## src/rtl/seg_scan_ctrl.sv

```systemverilog
// Time-multiplexed scan controller for an 8-digit common-anode 7-segment display.
// Optional leading-zero blanking is enabled by defining SEGSCAN_LZ_BLANK_EN.
module seg_scan_ctrl #(
    parameter int unsigned DWELL_TICKS = 4,
    parameter int unsigned BLANK_TICKS = 1,
    parameter int unsigned NR_DIGITS   = 8
) (
    input  logic        GlobalClock,
    input  logic        RST,
    input  logic        Tick,
    input  logic        Enable,
    input  logic [31:0] Value,
    input  logic [7:0]  DP,
    input  logic        Load,
    output logic [7:0]  NA,
    output logic [7:0]  SEG,
    output logic        FrameDone
);

    localparam logic [7:0] DwellLast = 8'(DWELL_TICKS - 1);
    localparam logic [7:0] BlankLast = (BLANK_TICKS == 0) ? 8'd0 : 8'(BLANK_TICKS - 1);
    localparam logic [2:0] LastIdx   = 3'(NR_DIGITS - 1);

    typedef enum logic [1:0] {StIdle, StLit, StBlank} state_t;

    state_t      r_state;
    logic [2:0]  r_idx;
    logic [7:0]  r_cnt;
    logic [31:0] r_pend_val;
    logic [7:0]  r_pend_dp;
    logic [31:0] r_disp_val;
    logic [7:0]  r_disp_dp;
    logic        r_dirty;
    logic [7:0]  r_na;
    logic [7:0]  r_seg;
    logic        r_frame_done;

    state_t      w_state_nxt;
    logic [2:0]  w_idx_nxt;
    logic [7:0]  w_cnt_nxt;
    logic        w_advance;
    logic        w_start;
    logic        w_frame_done_nxt;
    logic [31:0] w_disp_val_nxt;
    logic [7:0]  w_disp_dp_nxt;
    logic        w_show;
    logic [7:0]  w_na_nxt;
    logic [7:0]  w_seg_nxt;

    function automatic logic [6:0] f_hex(input logic [3:0] n);
        logic [6:0] s;
        case (n)
            4'h0: s = 7'h40;
            4'h1: s = 7'h79;
            4'h2: s = 7'h24;
            4'h3: s = 7'h30;
            4'h4: s = 7'h19;
            4'h5: s = 7'h12;
            4'h6: s = 7'h02;
            4'h7: s = 7'h78;
            4'h8: s = 7'h00;
            4'h9: s = 7'h10;
            4'hA: s = 7'h08;
            4'hB: s = 7'h03;
            4'hC: s = 7'h46;
            4'hD: s = 7'h21;
            4'hE: s = 7'h06;
            default: s = 7'h0E;
        endcase
        return s;
    endfunction

`ifdef SEGSCAN_LZ_BLANK_EN
    logic [2:0] r_top;
    logic [2:0] w_top_nxt;

    function automatic logic [2:0] f_top(input logic [31:0] v);
        logic [2:0] t;
        t = 3'd0;
        for (int i = 0; i < int'(NR_DIGITS); i++) begin
            if (v[4*i +: 4] != 4'h0) t = 3'(i);
        end
        return t;
    endfunction
`endif

    // Next-state: only a Tick can move the scan; the index advances at slot end.
    always_comb begin
        w_state_nxt      = r_state;
        w_idx_nxt        = r_idx;
        w_cnt_nxt        = r_cnt;
        w_advance        = 1'b0;
        w_start          = 1'b0;
        w_frame_done_nxt = 1'b0;
        if (Tick) begin
            case (r_state)
                StIdle: begin
                    if (Enable) begin
                        w_state_nxt = StLit;
                        w_idx_nxt   = 3'd0;
                        w_cnt_nxt   = 8'd0;
                        w_start     = 1'b1;
                    end
                end
                StLit: begin
                    if (r_cnt == DwellLast) begin
                        w_cnt_nxt = 8'd0;
                        if (BLANK_TICKS == 0) w_advance = 1'b1;
                        else                  w_state_nxt = StBlank;
                    end else begin
                        w_cnt_nxt = r_cnt + 8'd1;
                    end
                end
                StBlank: begin
                    if (r_cnt == BlankLast) begin
                        w_cnt_nxt = 8'd0;
                        w_advance = 1'b1;
                    end else begin
                        w_cnt_nxt = r_cnt + 8'd1;
                    end
                end
                default: w_state_nxt = StIdle;
            endcase
        end
        if (w_advance) begin
            if (r_idx == LastIdx) begin
                w_idx_nxt        = 3'd0;
                w_frame_done_nxt = 1'b1;
            end else begin
                w_idx_nxt = r_idx + 3'd1;
            end
            if (!Enable) begin
                w_state_nxt = StIdle;
                w_idx_nxt   = 3'd0;
            end else begin
                w_state_nxt = StLit;
                w_start     = (r_idx == LastIdx);
            end
        end
    end

    // Frame-start copy; outputs are decoded from the post-copy display value.
    always_comb begin
        w_disp_val_nxt = (w_start && r_dirty) ? r_pend_val : r_disp_val;
        w_disp_dp_nxt  = (w_start && r_dirty) ? r_pend_dp  : r_disp_dp;
`ifdef SEGSCAN_LZ_BLANK_EN
        w_top_nxt = w_start ? f_top(w_disp_val_nxt) : r_top;
        w_show    = (w_idx_nxt <= w_top_nxt) || w_disp_dp_nxt[w_idx_nxt];
`else
        w_show    = 1'b1;
`endif
        w_na_nxt  = 8'hFF;
        w_seg_nxt = 8'hFF;
        if (w_state_nxt == StLit && w_show) begin
            w_na_nxt  = ~(8'h01 << w_idx_nxt);
            w_seg_nxt = {~w_disp_dp_nxt[w_idx_nxt], f_hex(w_disp_val_nxt[{w_idx_nxt, 2'b00} +: 4])};
        end
    end

    always_ff @(posedge GlobalClock or negedge RST) begin
        if (!RST) begin
            r_state      <= StIdle;
            r_idx        <= 3'd0;
            r_cnt        <= 8'd0;
            r_pend_val   <= 32'd0;
            r_pend_dp    <= 8'd0;
            r_disp_val   <= 32'd0;
            r_disp_dp    <= 8'd0;
            r_dirty      <= 1'b0;
            r_na         <= 8'hFF;
            r_seg        <= 8'hFF;
            r_frame_done <= 1'b0;
`ifdef SEGSCAN_LZ_BLANK_EN
            r_top        <= 3'd0;
`endif
        end else begin
            r_state      <= w_state_nxt;
            r_idx        <= w_idx_nxt;
            r_cnt        <= w_cnt_nxt;
            r_disp_val   <= w_disp_val_nxt;
            r_disp_dp    <= w_disp_dp_nxt;
            r_na         <= w_na_nxt;
            r_seg        <= w_seg_nxt;
            r_frame_done <= w_frame_done_nxt;
`ifdef SEGSCAN_LZ_BLANK_EN
            r_top        <= w_top_nxt;
`endif
            // A Load coinciding with the frame-start copy keeps dirty set.
            if (Load) begin
                r_pend_val <= Value;
                r_pend_dp  <= DP;
                r_dirty    <= 1'b1;
            end else if (w_start) begin
                r_dirty    <= 1'b0;
            end
        end
    end

    assign NA        = r_na;
    assign SEG       = r_seg;
    assign FrameDone = r_frame_done;

endmodule

```

## config.mk

```make
export PLATFORM = sky130hd
export DESIGN_NAME = seg_scan_ctrl
export DESIGN_NICKNAME = d
export VERILOG_FILES = /design/src/rtl/seg_scan_ctrl.sv
export SDC_FILE = /design/constraint.sdc
export NUM_CORES = 1
export LEC_CHECK = 0
export ABC_AREA = 1
export CAP_MARGIN = 20
export CORE_MARGIN = 3
export CORE_UTILIZATION = 29
export CTS_CLUSTER_DIAMETER = 50
export DETAILED_ROUTE_END_ITERATION = 6
export PLACE_DENSITY_LB_ADDON = 0.12
export SETUP_SLACK_MARGIN = 0.5
export SYNTH_ARGS = -nofsm -noshare
export SYNTH_HDL_FRONTEND = slang
export SYNTH_SLANG_ARGS = --single-unit
```

## constraint.sdc

```tcl
create_clock -name GlobalClock -period 2.3 [get_ports GlobalClock]
set_input_delay 0.46 -clock GlobalClock [delete_from_list [all_inputs] [get_ports GlobalClock]]
set_output_delay 0.46 -clock GlobalClock [all_outputs]
set_load 0.05 [all_outputs]
```

==> impl_metrics.yaml <==
die:
  rows: 49
  ios: 62
  die_w_um: 142
  core_um2: 18100
  die_h_um: 142
  start_util_pct: 29.8
  dieArea_um2: 20200
setup_path:
  worstPathMaxFanout: 9
  critPathArrivalTime_ns: 2.74
  slowest_delay_ns: 0.41
  rr_startpoint: "r_cnt[5]"
  startpoint_type: "register"
  endpoint_kind: "register"
  crit_required_ns: 2.59
  path_common_cell: "nand2_4"
  r2r_end: "SEG[1]"
  path_cells: "nor2_4 -> nand2_2 -> nor2_8 -> buf_4 -> nand3_2 -> nand2_4 -> inv_4 -> nor2_4 -> buf_12 -> buf_6 -> buf_6 -> inv_8 -> nor2_1 -> nor2_2 -> nand2_4 -> nand2_4 -> nand2_1 -> nand3_1 -> nand2_1"
  reg2reg_depth: 19
  crit_type: "register to register"
  crit_slowest_cell: "dfrtp_1"
  r2r_slack_ns: -0.15
grt:
  grt_pass1_wl_mm: 23.3
  grt_pass1_vias: 4619
  grt_max_degree: 58
  antenna_found_initial: 0
  overflow: 0
  grt_usage_pct: 14.4
clocking:
  cts_root_buffer: "clkbuf_16"
  cts.sinks: 111
  clockBufferDepth: 2
  clk_pin_slew_ns: 0.07
  clk-insertion-delay-late_ns: 0.36
  tritoncts: "yes"
  hold_buffers: 0
  cts_buffers: 9
  htree_levels: 3
synth:
  synth.top_cell.area_share_pct: 44.2
  yosysUniqueCellTypes: 35
  synth-main-ff-cell: "dfrtp_1"
  synth_area_um2: 5380
  synth_commonest_cells: "nand2_1, dfrtp_1, inv_1, nand3_1, o21ai_0"
  synthArstFlopShare_pct: 100
  yosys.area.top_type: "dfrtp_1"
  yosysMostFrequentCell: "nand2_1"
  yosysWarnings: 0
  synth_area_leaders: "dfrtp_1, nand2_1, dfstp_2"
  synth_edf_count: 0
  syn_inst: 637
  synth-seq-area-share_pct: 52.0
  syn_avg_cell_area_um2: 8.45
  synth-seq-cells: 111
  synthesis.nets: 696
timing:
  slew_headroom_pct: 49.8
  fin_ws_ns: -0.147
  worst_pin_slew_ns: 0.753
  grt_setup_unrepaired: "yes"
  fin_skew_ns: 0.0121
  fmax_ghz: 0.409
  period_needed_ns: 2.45
  fin_crit_sh_pct: 106
  finalSetupViolCount: 7
  slew_viol_final: 0
  report.final.hold_viol_count: 0
route:
  wl_mm: 13.8
  antenna_left: 0
  vias: 4605
  post_drt_via_cell_ratio: 4.50
  detail_route.iter0.violations: 171
  drc: 0
  drt-pass1-iter-count: 4
  wl_per_cell_um: 13.5
finish:
  nets: 849
  fillers: 1791
  antennaDiodeCount: 0
  drive_gt1_share_pct: 35.3
  design_area_um2: 7810
  utilization_pct: 43.2
  area_growth_pct: 45.1
status:
  status: "finished with violations"
  failed_checks: "setup timing"
place:
  place_congestion: 0.822
  dpl.hpwl_mm: 10.2
  port-buffer-count: 61
  place_ws_ns: -0.651
  dpl_cell_area_um2: 6940
power:
  combPwrFrac_pct: 63.2
  leakage_nw: 3.73
  vdd_drop_max_mv: 0.635
  sequentialPowerShare_pct: 23.5
  power_switching_mw: 5.02
  finalPower_mw: 11.4
  p_per_area_nw_per_um2: 1450
  switching_share_pct: 44.2
  p_int_mw: 6.34
  clkPwrFrac_pct: 13.3
run:
  cap_viol_max_count: 0
worst_hold_path:
  min_path_type: "input pin to async pin"
==> what timing repair did <==
action                                  4_1_cts  5_1_grt
setup buffers                                10       15
endpoints found under the setup margin       41       43
gates resized for setup                     106       51
pin swaps                                    18       12
==> critical path: cells and delay by family, from the launching register on <==
kind	cells	cell delay, ns
buf+inv	6	0.55
simple gates	13	1.40
flops	1	0.41
==> metrics by stage <==
step	hold slack (ns)	instances	setup TNS (ns)
2_1_floorplan	0.164	637	0
3_3_place_gp	0.456	983	-4.24
3_5_place_dp	0.456	983	-4.49
4_1_cts	0.198	1009	-0.935
5_1_grt	0.242	1024	-2.10
6_report	0.175	1024	-0.797
==> power groups by stage <==
stage	logic, mW	registers [mW]	clock network, mW
2_1_floorplan	3.89	2.88	0
3_3_place_gp	6.10	2.70	0
3_5_place_dp	6.16	2.71	0
4_1_cts	6.71	2.67	1.58
5_1_grt	7.98	2.73	1.66
6_report	7.18	2.67	1.51
==> flip-flops by register name (all words and copies together) (netlist names) <==
name,cells
NA,8
r_dirty,1
SEG,8
r_pend_val,32
r_pend_dp,8
r_disp_dp,8
r_cnt,8
FrameDone,1
r_state,2
r_disp_val,32
r_idx,3
==> cell type report <==
class                           count  area [µm²]  share of cell area [%]
Clock buffer                       10         229                    2.93
Clock inverter                      6        56.3                   0.721
Inverter                           93         374                    4.79
Multi-Input combinational cell    410        2560                    32.8
Sequential cell                   111        2800                    35.8
Tap cell                          229         287                    3.67
Timing Repair Buffer              165        1510                    19.3
==> cells in the final DEF (no fill, tap or decap), types with 4 or more instances in the layout <==
| cell | synthesis | final |
|---|---|---|
| dfstp_2 | 16 | 16 |
| a21oi_1 | 8 | 6 |
| o21ai_0 | 47 | 37 |
| inv_2 | 8 | 14 |
| inv_4 | 0 | 7 |
| nor2_2 | 4 | 8 |
| nand2_4 | 5 | 11 |
| nor2_4 | 4 | 9 |
| dfrtp_1 | 95 | 95 |
| nand2_2 | 6 | 16 |
| clkdlybuf4s15_2 | 0 | 16 |
| o21ai_2 | 7 | 12 |
| nand3_1 | 57 | 40 |
| clkbuf_16 | 0 | 9 |
| ha_4 | 0 | 9 |
| nand3_2 | 0 | 17 |
| ha_2 | 0 | 4 |
| o21ai_1 | 10 | 13 |
| inv_1 | 84 | 70 |
| buf_4 | 2 | 85 |
| a21oi_2 | 2 | 4 |
| buf_6 | 2 | 16 |
| clkdlybuf4s50_1 | 0 | 40 |
| and2_1 | 10 | 10 |
| nand2_1 | 166 | 150 |
| nand4_1 | 16 | 16 |
| nor2_1 | 30 | 21 |
==> routing by layer <==
metal  GRT usage [%]  up-vias  share of wire [%]
met5               0        -                  0
met2            24.0       78                 49
met3            3.39       10                3.7
met1            19.2     2179                 46
met4            3.13        0                1.3
li1                -     2338                  -
==> logic make-up after synthesis <==
kind of cell | count (synthesis) | synth area share [%]
and+or+nand+nor | 312 | 27.2
buffers and inverters | 116 | 8.67
DFF | 111 | 52.0
AOI/OAI and AO/OA | 84 | 8.88
adders and majority gates | 14 | 3.25
==> how the worst max path moves through the flow <==
stage                         from     end  cells after the start
after floorplan           r_cnt[0]  SEG[3]                     18
after global placement        Tick  SEG[1]                     16
after detailed placement      Tick  SEG[1]                     16
after CTS                 r_cnt[0]  SEG[1]                     18
after global routing      r_cnt[6]  SEG[5]                     18
final                     r_cnt[5]  SEG[1]                     19
No activity file was read; power rests on OpenSTA's default activity.
